### src/rtl/usb_tx_pkg.sv
// Shared types for the USB FS/LS transmit line encoder.
// Line symbols are kept abstract (J/K/SE0) and mapped to pad levels at the output.
package usb_tx_pkg;

  typedef enum logic [1:0] {IDLE, DATA, EOP_SE0, EOP_J} state_t;
  typedef enum logic [1:0] {LINE_J, LINE_K, LINE_SE0} line_t;

  // Low speed swaps J/K polarity: J is D- high.
  function automatic logic [1:0] line_pins(line_t l, bit low_speed);
    case (l)
      LINE_J:  return low_speed ? 2'b01 : 2'b10;
      LINE_K:  return low_speed ? 2'b10 : 2'b01;
      default: return 2'b00;
    endcase
  endfunction

endpackage

### src/rtl/usb_tx_line_encoder_timer.sv
// Bit-slot timer: counts system clocks within one USB bit slot and flags the
// final clock of the slot.
module usb_bit_timer #(
  parameter int CLKS_PER_BIT = 4
) (
  input  logic clk,
  input  logic rst,
  input  logic i_en,
  input  logic i_clr,
  output logic o_slot_end
);

  localparam int CW = (CLKS_PER_BIT > 1) ? $clog2(CLKS_PER_BIT) : 1;

  logic [CW-1:0] r_bit_cnt;

  assign o_slot_end = (r_bit_cnt == CW'(CLKS_PER_BIT - 1));

  always_ff @(posedge clk or posedge rst) begin
    if (rst)             r_bit_cnt <= '0;
    else if (i_clr)      r_bit_cnt <= '0;
    else if (i_en)       r_bit_cnt <= o_slot_end ? '0 : r_bit_cnt + 1'b1;
  end

endmodule

### src/rtl/usb_tx_line_encoder.sv
// USB FS/LS line driver: NRZI encoding, bit stuffing and EOP generation
// behind a one-bit valid/ready stream interface.
module usb_tx_line_encoder
  import usb_tx_pkg::*;
#(
  parameter int CLKS_PER_BIT = 4,
  parameter int STUFF_LIMIT  = 6,
  parameter int EOP_SE0_BITS = 2,
  parameter int LOW_SPEED    = 0
) (
  input  logic clk,
  input  logic rst,
  input  logic i_tx_valid,
  input  logic i_tx_data,
  input  logic i_tx_last,
  output logic o_tx_ready,
  output logic o_d_plus,
  output logic o_d_minus,
  output logic o_tx_oe,
  output logic o_tx_busy,
  output logic o_tx_error
);

  localparam int OW = $clog2(STUFF_LIMIT + 1);
  localparam int EW = (EOP_SE0_BITS > 1) ? $clog2(EOP_SE0_BITS) : 1;
  localparam logic [OW-1:0] ONES_MAX = OW'(STUFF_LIMIT);
  localparam logic [EW-1:0] SE0_LAST = EW'(EOP_SE0_BITS - 1);

  state_t        r_state;
  line_t         r_line;
  logic          r_oe;
  logic          r_err;
  logic          r_last;
  logic [OW-1:0] r_ones;
  logic [EW-1:0] r_eop_cnt;

  logic  w_slot_end;
  logic  w_stuff;
  logic  w_ready;
  logic  w_xfer;
  line_t w_toggled;

  usb_bit_timer #(.CLKS_PER_BIT(CLKS_PER_BIT)) u_timer (
    .clk        (clk),
    .rst        (rst),
    .i_en       (r_state != IDLE),
    .i_clr      (r_state == IDLE),
    .o_slot_end (w_slot_end)
  );

  assign w_stuff   = (r_ones == ONES_MAX);
  assign w_toggled = (r_line == LINE_J) ? LINE_K : LINE_J;
  assign w_ready   = (r_state == IDLE) |
                     ((r_state == DATA) & w_slot_end & ~w_stuff & ~r_last);
  assign w_xfer    = i_tx_valid & w_ready;

  always_ff @(posedge clk or posedge rst) begin
    if (rst) begin
      r_state   <= IDLE;
      r_line    <= LINE_J;
      r_oe      <= 1'b0;
      r_err     <= 1'b0;
      r_last    <= 1'b0;
      r_ones    <= '0;
      r_eop_cnt <= '0;
    end else begin
      r_err <= 1'b0;
      case (r_state)
        IDLE: if (w_xfer) begin
          r_state <= DATA;
          r_oe    <= 1'b1;
          r_line  <= i_tx_data ? r_line : w_toggled;
          r_ones  <= OW'(i_tx_data);
          r_last  <= i_tx_last;
        end
        DATA: if (w_slot_end) begin
          // Stuffing outranks end-of-packet so a run of ones on the last bit is still broken.
          if (w_stuff) begin
            r_line <= w_toggled;
            r_ones <= '0;
          end else if (r_last) begin
            r_state   <= EOP_SE0;
            r_line    <= LINE_SE0;
            r_eop_cnt <= '0;
          end else if (i_tx_valid) begin
            if (i_tx_data) r_ones <= r_ones + 1'b1;
            else begin
              r_line <= w_toggled;
              r_ones <= '0;
            end
            r_last <= i_tx_last;
          end else begin
            r_err     <= 1'b1;
            r_state   <= EOP_SE0;
            r_line    <= LINE_SE0;
            r_eop_cnt <= '0;
          end
        end
        EOP_SE0: if (w_slot_end) begin
          if (r_eop_cnt == SE0_LAST) begin
            r_state <= EOP_J;
            r_line  <= LINE_J;
          end else begin
            r_eop_cnt <= r_eop_cnt + 1'b1;
          end
        end
        EOP_J: if (w_slot_end) begin
          r_state <= IDLE;
          r_oe    <= 1'b0;
          r_ones  <= '0;
          r_last  <= 1'b0;
        end
        default: r_state <= IDLE;
      endcase
    end
  end

  assign {o_d_plus, o_d_minus} = line_pins(r_line, LOW_SPEED != 0);
  assign o_tx_ready = w_ready;
  assign o_tx_oe    = r_oe;
  assign o_tx_busy  = (r_state != IDLE);
  assign o_tx_error = r_err;

endmodule

### config.mk
export PLATFORM = sky130hd
export DESIGN_NAME = usb_tx_line_encoder
export DESIGN_NICKNAME = d
export VERILOG_FILES = /design/src/rtl/usb_tx_pkg.sv /design/src/rtl/usb_tx_line_encoder_timer.sv /design/src/rtl/usb_tx_line_encoder.sv
export SDC_FILE = /design/constraint.sdc
export NUM_CORES = 1
export LEC_CHECK = 0
export BUFFER_PORTS_ARGS = -buffer_cell sky130_fd_sc_hd__buf_2
export CAP_MARGIN = 20
export CORE_MARGIN = 1.5
export CORE_UTILIZATION = 50
export DETAILED_ROUTE_END_ITERATION = 12
export PLACE_DENSITY = 0.69
export REMOVE_ABC_BUFFERS = 1
export SLEW_MARGIN = 20
export SYNTH_ARGS = -nofsm -noshare
export SYNTH_HDL_FRONTEND = slang
export SYNTH_SLANG_ARGS = --single-unit
export TNS_END_PERCENT = 1
### constraint.sdc
create_clock -name clk -period 2 [get_ports clk]
set_input_delay 0.2 -clock clk [delete_from_list [all_inputs] [get_ports clk]]
set_output_delay 0.2 -clock clk [all_outputs]
set_load 0.005 [all_outputs]
* Word level (Yosys, flattened, before mapping) *
Index checks and enable logic that the tools add are counted.

word-level totals
  bits in registers = 13
  latch bits = 0
  memory bits (writable) = 0
  ROM bits = 0
  input port bits = 5
  output and inout bits = 6
  word-level logic and storage cells = 99
  memories kept = 0

operators by class
  add/sub/neg operators = 3
  multipliers = 0
  divide/modulo/power cells = 0
  order comparisons = 0
  equal/unequal tests = 15
  shift operators = 0
  muxes and demuxes = 52
  bitwise logic cells = 7
  reduce and logical (&&, ||, !) cells = 14

operators by type and width
  operator             number
  $mux 2               19
  $mux 3               7
  $mux 1               19
  $reduce_and 5->1     3
  $ne 3x3->1 const B   3
  $pmux 3 s3           1
  $pmux 2 s4           1
  $reduce_bool 2->1    4
  $reduce_and 7->1     1
  $eq 2x2->1 const B   3
  $ne 2x1->1 const B   3
  $ne 2x2->1 const B   3
  $pmux 2 s3           1
  $reduce_and 6->1     1
  $reduce_bool 3->1    2
  $and 1x1->1          4
  $eq 2x1->1 const B   2
  $logic_not 2->1      2
  $pmux 1 s2           2
  $pmux 2 s2           1
  $add 3x1->3 const B  1
  $eq 3x3->1 const B   1
  $pmux 1 s3           1
  $reduce_and 3->1     1
  other kinds (4)      5

* Logic depth before layout (Yosys ltp) *
Gate-level depths: netlist of the first run.

  depth after elaboration = 8
  gate-level depth with buffers = 7
  mapped depth without buffers = 6

* Modules after synthesis *
From an unflattened synthesis of the first run, not the netlist that was laid out.

unflattened totals
  cells, all modules = 92
  area total of the unflattened synthesis = 890.9 µm²

by module, submodules not included
  module               times used  cells an instance  area an instance (µm²)  seq. area each (µm²)
  usb_tx_line_encoder  1           83                 787.0                   275.3
  usb_bit_timer        1           9                  103.8                   50.0

* Least setup slack after synthesis of the first run *
Ideal clock, no wire load.

  kind = reg-to-output
  start = register r_state[1]
  end = output port o_tx_ready
  data arrival time = 1,376 ps
  data required time = 1,800 ps
  slack = 424 ps
  cell stages (with the launch flop) = 7
  path buffers = 1
  cells stage by stage = dfrtp_1 > inv_1 > ha_1 > buf_6 > a21bo_1 > or3_1 > nand2_1

on the way
  word-level cells in the longest chain between the ends = 5
  elaborated cells on any way between the ends = 6
  classes of those cells = 1 x eq/ne; 4 x bitwise; 1 x reduce/logical

RTL lines
  element                    RTL line                   text
  start, declared            usb_tx_line_encoder.sv:29  state_t r_state;
  start signal, assigned     usb_tx_line_encoder.sv:59  r_state <= IDLE;
  start signal, assigned     usb_tx_line_encoder.sv:70  r_state <= DATA;
  start signal, assigned     usb_tx_line_encoder.sv:82  r_state <= EOP_SE0;
  $eq 2x1->1                 usb_tx_line_encoder.sv:54  ((r_state == DATA) & w_slot_end & ~w_stuff & ~r_last);
  $and 1x1->1 (3 in series)  usb_tx_line_encoder.sv:54
  $or 1x1->1 *               usb_tx_line_encoder.sv:53  assign w_ready = (r_state == IDLE) |
  end, declared              usb_tx_line_encoder.sv:16  output logic o_tx_ready,

Mark *: on every way between the ends. The rest lies on a longest branch, timed or not.

* Worst setup path in the final report of the first run *
Same ends and word-level chain as after synthesis.

==> qor.yml, run 1 <==
cells_and_area:
  drive_above_1_share_pct: 24.3
  syn_to_final_growth_pct: 13.0
  register_area_um2: 325
  nFillCells: 132
  nNetsFinal: 121
  antenna_cells: 0
  final_cells: 123
  multi_input_area_um2: 502
die:
  core.rowCount: 14
  die_area_mm2: 0.00199
  core_mm2: 0.00156
  die_w_um: 44.6
  die_h_um: 44.6
  initial_core_util_pct: 55.5
  ios: 11
worst_setup_path:
  slowest_stage: "dfrtp_1"
  rrSetupSlack_ns: 0.35
  start_kind: "register"
  worst-setup-path-type: "reg -> out"
  cp.required_ns: 1.80
  r2r_cells: 7
  cp.arrival_ns: 1.70
  r2r-start: "r_state[1]$_DFFE_PP0P_"
  cp.depth: 6
  critical_path.startpoint: "r_state[1]$_DFFE_PP0P_"
  worstSetupEndpoint: "o_tx_ready"
  crit_chain: "inv_2, ha_2, a21bo_1, or3_1, nand2_1, buf_2"
  crit_buf_inv: 2
  crit_path_end_kind: "output port"
  slowest_delay_ns: 0.39
  r2r_end: "r_line[0]$_DFFE_PP0P_"
  critPathMaxFanout: 4
  critical_path.top_delay_family: "simple AND/OR/NAND/NOR gates"
pwr:
  power.leakage_nw: 0.470
  powerDensity_mw_per_mm2: 1640
  ir_worst_vdd_mv: 1.06
placement:
  routabilityCongestion: 0.795
  place_hpwl_um: 1310
  placement.io_buffers: 10
  dp_cells: 117
global_routing:
  grt.total_usage_pct: 20.8
  gr-total-overflow: 0
  grt_pass1_vias: 707
  antenna_found_initial: 0
  grt_pass1_wl_um: 2970
  grt.met3_usage_pct: 6.12
  use_met2_pct: 31.3
  busiest_layer: "met2"
  grt_use_met1_pct: 26.7
  grt_max_degree: 14
clock_tree:
  clock_latency_ns: 0.28
  cts_tree: "yes"
  cts_root_buffer: "clkbuf_4"
  numCtsBuffers: 3
  htree_levels: 1
  clockBufferDepth: 2
  cts.sinks: 13
  clk_pin_slew_ns: 0.09
hold_path:
  hold_depth: 2
  hold_path.class: "in -> reg"
timing:
  hold_violations: 0
  rsz0062_at_grt: "no"
  min_period_over_period_pct: 94.8
  setup_violations: 0
  slew_headroom_pct: 65.7
  finClkSkew_ns: 0.00465
  fin_setup_tns_ns: 0
  max_freq_mhz: 528
  timing.final.crit_period_ns: 1.90
  drv_slew: 0
  tightestPinTransition_ns: 0.514
synthesis:
  muxShareOfSynthArea_pct: 2.31
  yosys_warnings: 0
  ys_async_sr_fraction_pct: 100
  synth_edf_count: 0
  synth_top_area_cell: "dfrtp_1"
  synth_compound_area_share_pct: 23.8
  synthFlopType: "dfrtp_1"
  synth_fa_ha_area_share_pct: 11.6
  synth_top_area_share_pct: 37.6
  synth-simple-area-share_pct: 19.9
  synth_top_family_by_area: "compound AO/OA/AOI/OAI gates"
  synth_common_cells: "13 x dfrtp_1, 8 x ha_1, 7 x inv_1, 7 x o21ai_0, 6 x nand2_1"
  syn-instance-count: 91
  synth_most_common_cell: "dfrtp_1"
  synth-seq-cells: 13
  ys_types: 37
  synth_area_um2: 866
  ys_top_cells_by_area: "dfrtp_1 38%, ha_1 12%, o21ai_0 4.0%"
  synth-xor-area-share_pct: 0
  yosysSeqAreaShare_pct: 37.6
  synth.avg_cell_area_um2: 9.51
detailed_routing:
  first_iter_violations: 13
  routed-via-count: 684
  drt_pass1_iterations: 8
  ant_nets: 0
  wl_per_cell_um: 14.5
  viasPerCell: 5.56
  drc: 2
  wirelength_um: 1790
status:
  status: "finished with violations"
  violations: "DRC"
job:
  maxCapViolations: 0
-- per-stage QoR --
step,cell area [um^2],setup slack [ns],power [mW],hold WS [ns],util [%]
after floorplan,855,0.332,1.16,0.0770,-
after global placement,932,0.363,1.38,0.256,59.8
after detailed placement,932,0.283,1.40,0.257,59.8
after CTS,968,0.0170,1.57,0.132,62.1
after global routing,978,0.0156,1.74,0.152,62.8
final,978,0.105,1.61,0.138,62.8
-- state kept, by name (all words and copies together) (netlist names) --
signal / cells
u_timer.r_bit_cnt: 2
o_tx_oe: 1
r_last: 1
o_tx_error: 1
r_state: 2
r_line: 2
r_eop_cnt: 1
r_ones: 3
-- power by group --
part | total, mW | leakage [nW] | internal [mW] | switching, mW
clock network | 0.170 | 0.0150 | 0.0775 | 0.0926
logic | 1.00 | 0.292 | 0.443 | 0.556
registers | 0.437 | 0.163 | 0.366 | 0.0706
total | 1.61 | 0.470 | 0.887 | 0.720
-- area by class of cell --
class / count / share of cell area [%]
Multi-Input combinational cell: 69 / 51.3
Sequential cell: 13 / 33.2
Timing Repair Buffer: 13 / 7.67
Inverter: 8 / 3.07
Clock buffer: 4 / 2.69
Tap cell: 16 / 2.05
-- worst reg2reg max path: stages (launching register included) --
cell and delay [ns]:
dfrtp_1 0.39, inv_2 0.09, ha_2 0.20, buf_4 0.16, a21boi_1 0.28, nand2_1 0.14
a21o_1 0.21, a41oi_2 0.11
-- worst min-delay path by stage --
stage / from / to / slack [ns]
final: i_tx_valid / o_tx_error$_DFF_PP0_ / 0.14
after global routing: i_tx_last / r_last$_DFFE_PP0P_ / 0.15
after CTS: i_tx_valid / o_tx_error$_DFF_PP0_ / 0.13
after detailed placement: rst / u_timer.r_bit_cnt[0]$_DFF_PP0_ / 0.26
after global placement: rst / o_tx_oe$_DFFE_PP0P_ / 0.26
after floorplan: rst / o_tx_error$_DFF_PP0_ / 0.08
-- per-layer routing --
layer  vias up  wire length, um
met1       309              911
met4         0               26
met5         -                0
met2        18              766
met3         5               83
li1        352                -
-- placed cells by master, fill, tap and decap left out, drive strengths merged, types with 3 or more instances in the layout --
cell type  instances
clkbuf             4
o21ai             11
nand2              7
nor2               5
buf               12
nor2b              3
inv                8
nand3              4
and2b              3
a21oi              4
dfrtp             13
ha                 8
-- timing repair --
item / in CTS / in global routing
hold buffers: 1 / 0
setup buffers: 0 / 1
gates resized for setup: 0 / 2
endpoints found under the setup margin: 0 / 1
endpoints found under the hold margin: 13 / 0
-- cell families (layout without fill, tap and decap cells) --
kind of cell,count (synthesis),in the layout
buffers and inverters,9,25
AOI/OAI and AO/OA,28,28
adders and majority gates,8,8
and+or+nand+nor,31,31
muxes,2,2
DFF,13,13
No activity file was read; power rests on OpenSTA's default activity.
==> run 2, diff against run 1 <==
--- a/config.mk
+++ b/config.mk
@@ -5,12 +5,13 @@
 export SDC_FILE = /design/constraint.sdc
 export NUM_CORES = 1
 export LEC_CHECK = 0
+export ABC_AREA = 1
 export BUFFER_PORTS_ARGS = -buffer_cell sky130_fd_sc_hd__buf_2
 export CAP_MARGIN = 20
 export CORE_MARGIN = 1.5
 export CORE_UTILIZATION = 50
 export DETAILED_ROUTE_END_ITERATION = 12
-export PLACE_DENSITY = 0.69
+export PLACE_DENSITY = 0.7
 export REMOVE_ABC_BUFFERS = 1
 export SLEW_MARGIN = 20
 export SYNTH_ARGS = -nofsm -noshare
==> run 2 against run 1 <==
Compared with the run above:
- sequential share of layout area up 1.3 points
- critical path type unchanged
- first-iteration DRC count up 46%
- critical path depth down 1
- sequential power up 3%
- global-route usage down 0.55 points
- the run now ends clean
- clock skew down 0.0042 ns
- setup slack better by 0.079 ns
- clock-buffer cell count unchanged
==> qor.yml, run 2 <==
cells_and_area:
  drive_above_1_share_pct: 17.3  # was 24.3%
  syn_to_final_growth_pct: 12.7  # was 13.0%
  antenna_cells: 0  # unchanged
  fin_util_pct: 61.1  # was 62.8%
  nFillCells: 149  # was 132
  regMostFlops: "r_ones"  # unchanged
  largest_reg_flops: 3  # unchanged
  nNetsFinal: 141  # was 121
  final_cells: 143  # was 123
  final_cell_mix: "32 x nand2_1, 16 x inv_1, 13 x dfrtp_1, 10 x nor2_1, 10 x buf_2"  # was 13 x dfrtp_1, 10 x buf_2, 7 x o21ai_0, 7 x ha_1
  register_area_um2: 325  # unchanged
  multi_input_area_um2: 447  # was 502 um^2
  final_common_cell: "nand2_1"  # was dfrtp_1
worst_setup_path:
  slowest_stage: "dfrtp_1"  # unchanged
  rrSetupSlack_ns: 0.45  # was 0.35 ns
  r2r-start: "r_state[1]$_DFFE_PP0P_"  # unchanged
  r2r_cells: 9  # was 7
  start_kind: "register"  # unchanged
  r2r_end: "r_ones[2]$_DFFE_PP0P_"  # was r_line[0]$_DFFE_PP0P_
  cp.depth: 5  # was 6
  crit_chain: "inv_1, ha_1, nand2_1, o31ai_1, buf_2"  # was inv_2, ha_2, a21bo_1, or3_1, nand2_1, buf_2
  critical_path.top_delay_family: "flip-flops"  # was simple AND/OR/NAND/NOR gates
  crit_buf_inv: 2  # unchanged
  cp.arrival_ns: 1.62  # was 1.70 ns
  worst-setup-path-type: "reg -> out"  # unchanged
  cp.required_ns: 1.80  # about the same
  slowest_delay_ns: 0.41  # was 0.39 ns
  critPathMaxFanout: 7  # was 4
  crit_path_end_kind: "output port"  # unchanged
clock_tree:
  clock_latency_ns: 0.28  # about the same
  cts_root_buffer: "clkbuf_4"  # unchanged
  clockBufferDepth: 2  # unchanged
  clk_pin_slew_ns: 0.08  # was 0.09 ns
  numCtsBuffers: 3  # unchanged
  htree_levels: 1  # unchanged
  cts_resized: 0  # unchanged
  cts.sinks: 13  # unchanged
  cts_tree: "yes"  # unchanged
die:
  core.rowCount: 14  # unchanged
  initial_core_util_pct: 54.2  # was 55.5%
  die_area_mm2: 0.00193  # was 0.00199 mm^2
  die_h_um: 43.9  # was 44.6 um
  core_mm2: 0.00154  # was 0.00156 mm^2
  ios: 11  # unchanged
  die_w_um: 43.9  # was 44.6 um
detailed_routing:
  routed-via-count: 736  # was 684
  first_iter_violations: 19  # was 13
  drt_pass1_iterations: 4  # was 8
  wl_per_cell_um: 11.2  # was 14.5 um
  drc: 0  # was 2
  viasPerCell: 5.15  # was 5.56
  wirelength_um: 1610  # was 1790 um
  ant_nets: 0  # unchanged
synthesis:
  synthFlopType: "dfrtp_1"  # unchanged
  synth_most_common_cell: "nand2_1"  # was dfrtp_1
  synth_edf_count: 0  # unchanged
  ys_top_cells_by_area: "dfrtp_1 39%, nand2_1 14%, ha_1 12%"  # was dfrtp_1 38%, ha_1 12%, o21ai_0 4.0%
  yosys_warnings: 0  # unchanged
  synth-seq-cells: 13  # unchanged
  ys_types: 20  # was 37
  synth_area_um2: 836  # was 866 um^2
  ys_async_sr_fraction_pct: 100  # unchanged
  synth_top_area_share_pct: 38.9  # was 37.6%
  synth_top_area_cell: "dfrtp_1"  # unchanged
  synth_common_cells: "32 x nand2_1, 16 x inv_1, 13 x dfrtp_1"  # was 13 x dfrtp_1, 8 x ha_1, 7 x inv_1, 7 x o21ai_0, 6 x nand2_1
  synth.avg_cell_area_um2: 7.46  # was 9.51 um^2
  yosysSeqAreaShare_pct: 38.9  # was 37.6%
  syn-instance-count: 112  # was 91
placement:
  place_hpwl_um: 1240  # was 1310 um
  pre_cts_ws_ns: 0.478  # was 0.283 ns
  routabilityCongestion: 0.807  # was 0.795
  placement.io_buffers: 10  # unchanged
  dp_cells: 138  # was 117
pwr:
  power.leakage_nw: 0.531  # was 0.470 nW
  total_power_mw: 1.51  # was 1.61 mW
  ir_worst_vdd_mv: 0.819  # was 1.06 mV
  powerDensity_mw_per_mm2: 1600  # was 1640 mW/mm^2
timing:
  hold_violations: 0  # unchanged
  setup_violations: 0  # unchanged
  tightestPinTransition_ns: 0.480  # was 0.514 ns
  finClkSkew_ns: 0.000414  # was 0.00465 ns
  slew_headroom_pct: 67.9  # was 65.7%
  drv_slew: 0  # unchanged
  fin_ws_ns: 0.183  # was 0.105 ns
  rsz0062_at_grt: "no"  # unchanged
  fin_setup_tns_ns: 0  # unchanged
  max_freq_mhz: 550  # was 528 MHz
  timing.final.crit_period_ns: 1.82  # was 1.90 ns
  min_period_over_period_pct: 90.8  # was 94.8%
hold_path:
  hp-start: "i_tx_valid"  # unchanged
  hold_depth: 2  # unchanged
  holdPathEnd: "o_tx_error$_DFF_PP0_"  # unchanged
  hold_path.class: "in -> reg"  # unchanged
global_routing:
  grt_max_degree: 14  # unchanged
  grt_pass1_wl_um: 2780  # was 2970 um
  grt_pass1_vias: 672  # was 707
  gr-total-overflow: 0  # unchanged
  antenna_found_initial: 0  # unchanged
  grt.total_usage_pct: 20.3  # was 20.8%
job:
  maxCapViolations: 0  # unchanged
status:
  status: "complete, no violations"  # was finished with violations
run 2: changes by cell type after synthesis, moves of 2 or more:
| cell | change |
|---|---|
| o21ai_0 | -3 |
| nand2b_1 | -2 |
| nor2b_1 | -3 |
| nand4_1 | +3 |
| inv_1 | +9 |
| nor2_1 | +5 |
| a21oi_1 | -3 |
| mux2i_1 | -2 |
| and2b_1 | -2 |
| nand2_2 | +4 |
| nand2_1 | +26 |
| nor2_2 | +2 |
| a31oi_1 | -2 |
run 2: stage by stage:
stage          cell area [um^2]  hold WS (ns)
6_report                    942        0.0967
5_1_grt                     942        0.0948
4_1_cts                     942        0.0896
3_5_place_dp                906         0.248
3_3_place_gp                906         0.247
2_1_floorplan               836        0.0770
run 2: per-layer routing:
metal | vias to the layer above | part of all wire [%] | track usage [%]
met2 | 15 | 43 | 30.0
met5 | - | 0 | 0
li1 | 385 | - | -
met3 | 6 | 4.5 | 4.17
met1 | 330 | 49 | 26.0
met4 | 0 | 3.2 | 14.5
run 2: worst register-to-register path, stage by stage, from the launching register on:
cell and delay, ns:
dfrtp_1 0.41, inv_1 0.11, ha_1 0.30, nand2_1 0.17, inv_1 0.10, nand2_1 0.08, nand2_2 0.13, inv_1 0.05
nand2_1 0.06, nand2_1 0.04
run 2: timing repair:
item / in CTS / in global routing
hold buffers: 1 / 0
hold endpoints to repair: 13 / 0
setup buffers: 0 / 0
run 2: worst max path at each step:
stage	to	start	slack [ns]
global placement	r_ones[2]$_DFFE_PP0P_	r_state[1]$_DFFE_PP0P_	0.51
CTS	o_tx_ready	r_state[1]$_DFFE_PP0P_	0.16
finish	o_tx_ready	r_state[1]$_DFFE_PP0P_	0.18
global route	o_tx_ready	r_state[1]$_DFFE_PP0P_	0.02
floorplan	r_ones[2]$_DFFE_PP0P_	r_state[1]$_DFFE_PP0P_	0.65
detailed placement	r_ones[2]$_DFFE_PP0P_	r_state[1]$_DFFE_PP0P_	0.48
run 2: cell families after synthesis:
| family | synth area share [%] |
|---|---|
| and+or+nand+nor | 34.0 |
| buffers and inverters | 7.63 |
| DFF | 38.9 |
| AOI/OAI and AO/OA | 7.49 |
| adders and majority gates | 12.0 |
run 2: area by class of cell:
class                      count  share of cell area, %
inverter                      17                   6.77
timing repair buffer          11                   6.37
multi-input combinational     82                   47.4
sequential                    13                   34.5
clock buffer                   4                   2.79
tap                           16                   2.12
run 2: where the power goes:
group          internal, mW  switching, mW
Combinational         0.336          0.556
Sequential            0.371         0.0788
Clock                0.0775         0.0886
==> run 3, diff against run 2 <==
--- a/config.mk
+++ b/config.mk
@@ -10,6 +10,7 @@
 export CAP_MARGIN = 20
 export CORE_MARGIN = 1.5
 export CORE_UTILIZATION = 50
+export CTS_BUF_LIST = sky130_fd_sc_hd__clkbuf_16
 export DETAILED_ROUTE_END_ITERATION = 12
 export PLACE_DENSITY = 0.7
 export REMOVE_ABC_BUFFERS = 1
==> run 3 against run 2 <==
Compared with the run above:
- sequential share of layout area is 1.8 points lower
- clock skew hardly changed
- final cell count stayed put
- first-iteration DRC count is 5.3% higher
- register-to-register slack hardly changed
- combinational power is 0.6% higher
- via count is 1.1% higher
- cell area is 5.6% higher
- utilization is 3.4 points higher
- wire length is 1.2% higher
- setup slack better by 0.039 ns
- non-clock buffer count stayed put
- highest routed layer unchanged
==> qor.yml, run 3 (synthesis gave the netlist of run 2 again) <==
status:
  status: "complete, no violations"  # unchanged
die:
  die_w_um: 43.9  # unchanged
  core_mm2: 0.00154  # unchanged
  die_area_mm2: 0.00193  # unchanged
  core.rowCount: 14  # unchanged
  die_h_um: 43.9  # unchanged
  initial_core_util_pct: 54.2  # unchanged
  ios: 11  # unchanged
detailed_routing:
  drc: 0  # unchanged
  wl_per_cell_um: 11.4  # was 11.2 um
  viasPerCell: 5.20  # was 5.15
  routed-via-count: 744  # was 736
  ant_nets: 0  # unchanged
  wirelength_um: 1630  # was 1610 um
  drt_pass1_iterations: 4  # unchanged
  first_iter_violations: 20  # was 19
worst_setup_path:
  critPathMaxFanout: 7  # unchanged
  start_kind: "register"  # unchanged
  cp.required_ns: 1.80  # about the same
  cp.arrival_ns: 1.58  # was 1.62 ns
  crit_path_end_kind: "output port"  # unchanged
  worst-setup-path-type: "reg -> out"  # unchanged
global_routing:
  grt_max_degree: 14  # unchanged
  grt_pass1_wl_um: 2790  # was 2780 um
  gr-total-overflow: 0  # unchanged
  grt_pass1_vias: 690  # was 672
  grt.total_usage_pct: 20.2  # was 20.3%
  antenna_found_initial: 0  # unchanged
timing:
  timing.final.crit_period_ns: 1.78  # was 1.82 ns
  finClkSkew_ns: 0.000555  # was 0.000414 ns
  fin_setup_tns_ns: 0  # unchanged
  min_period_over_period_pct: 88.9  # was 90.8%
  rsz0062_at_grt: "no"  # unchanged
  setup_violations: 0  # unchanged
  drv_slew: 0  # unchanged
  max_freq_mhz: 563  # was 550 MHz
  slew_headroom_pct: 67.9  # about the same
  hold_violations: 0  # unchanged
  tightestPinTransition_ns: 0.481  # was 0.480 ns
pwr:
  ir_worst_vdd_mv: 0.953  # was 0.819 mV
  power.leakage_nw: 0.558  # was 0.531 nW
  total_power_mw: 1.72  # was 1.51 mW
  powerDensity_mw_per_mm2: 1730  # was 1600 mW/mm^2
placement:
  dpl_cell_area_um2: 906  # unchanged
  routabilityCongestion: 0.807  # unchanged
  dp_cells: 138  # unchanged
  place_hpwl_um: 1240  # unchanged
  placement.io_buffers: 10  # unchanged
cells_and_area:
  syn_to_final_growth_pct: 19.0  # was 12.7%
  nNetsFinal: 141  # unchanged
  drive_above_1_share_pct: 17.3  # unchanged
  final_common_cell: "nand2_1"  # unchanged
  largest_reg_flops: 3  # unchanged
  antenna_cells: 0  # unchanged
  final_cells: 143  # unchanged
  fin_util_pct: 64.5  # was 61.1%
  regMostFlops: "r_ones"  # unchanged
  final_cell_mix: "32 x nand2_1, 17 x inv_1, 13 x dfrtp_1, 10 x nor2_1, 10 x buf_2"  # was 32 x nand2_1, 16 x inv_1, 13 x dfrtp_1, 10 x nor2_1, 10 x buf_2
  design_area_um2: 995  # was 942 um^2
clock_tree:
  clock_latency_ns: 0.24  # was 0.28 ns
  clockBufferDepth: 2  # unchanged
  clk_pin_slew_ns: 0.04  # was 0.08 ns
  numCtsBuffers: 3  # unchanged
  htree_levels: 1  # unchanged
  cts_tree: "yes"  # unchanged
  cts.sinks: 13  # unchanged
  cts_root_buffer: "clkbuf_16"  # was clkbuf_4
job:
  maxCapViolations: 0  # unchanged
hold_path:
  hold_path.class: "in -> reg"  # unchanged
run 3: cell count changes in the layout (fill, tap and decap cells not counted), sizes merged:
cell    previous run  this run
clkbuf             4         3
inv               17        18
run 3: metal layers:
layer,track usage (%),vias to the layer above,wire [um]
li1,-,388,-
met1,25.5,338,800
met2,31.2,13,720
met3,4.17,5,68
met4,12.7,0,39
met5,0,-,0
run 3: worst paths after layout:
check | start | end | slack (ns) | cells after the start
max | r_state[1]$_DFFE_PP0P_ | o_tx_ready | 0.22 | 5
min | i_tx_valid | o_tx_error$_DFF_PP0_ | 0.14 | 2
max reg2reg | r_state[1]$_DFFE_PP0P_ | r_ones[2]$_DFFE_PP0P_ | 0.44 | 9
min reg2reg | u_timer.r_bit_cnt[0]$_DFF_PP0_ | u_timer.r_bit_cnt[0]$_DFF_PP0_ | 0.47 | 1
max in group asynchronous | rst | r_ones[1]$_DFFE_PP0P_ | 1.15 | 3
min in group asynchronous | rst | r_ones[0]$_DFFE_PP0P_ | 0.52 | 3
run 3: critical path, cell delays in order (launching register included):
cell and delay [ns]:
dfrtp_1 0.40, inv_1 0.11, ha_1 0.31, nand2_1 0.18, o31ai_1 0.20, buf_2 0.14
run 3: cell type report:
cell class                      instances  area (um^2)
Multi-Input combinational cell         82          447
Tap cell                               16         20.0
Clock inverter                          1         3.75
Timing Repair Buffer                   11         60.1
Clock buffer                            3         75.1
Fill cell                             132          547
Inverter                               17         63.8
Sequential cell                        13          325
run 3: per-stage QoR:
step,hold slack (ns),setup slack (ns)
final,0.145,0.223
after global routing,0.154,0.0913
after CTS,0.143,0.221
after detailed placement,0.248,0.478
after global placement,0.247,0.514
after floorplan,0.0770,0.649
run 3: timing repair:
item | CTS | global route
hold buffers | 1 | 0
endpoints found under the hold margin | 13 | 0
resized for setup | 0 | 0
buffers inserted | 0 | 0
run 3: where the power goes:
part / internal, mW / total [mW] / switching (mW)
Sequential: 0.373 / 0.452 / 0.0792
Combinational: 0.336 / 0.898 / 0.562
Clock: 0.263 / 0.369 / 0.105
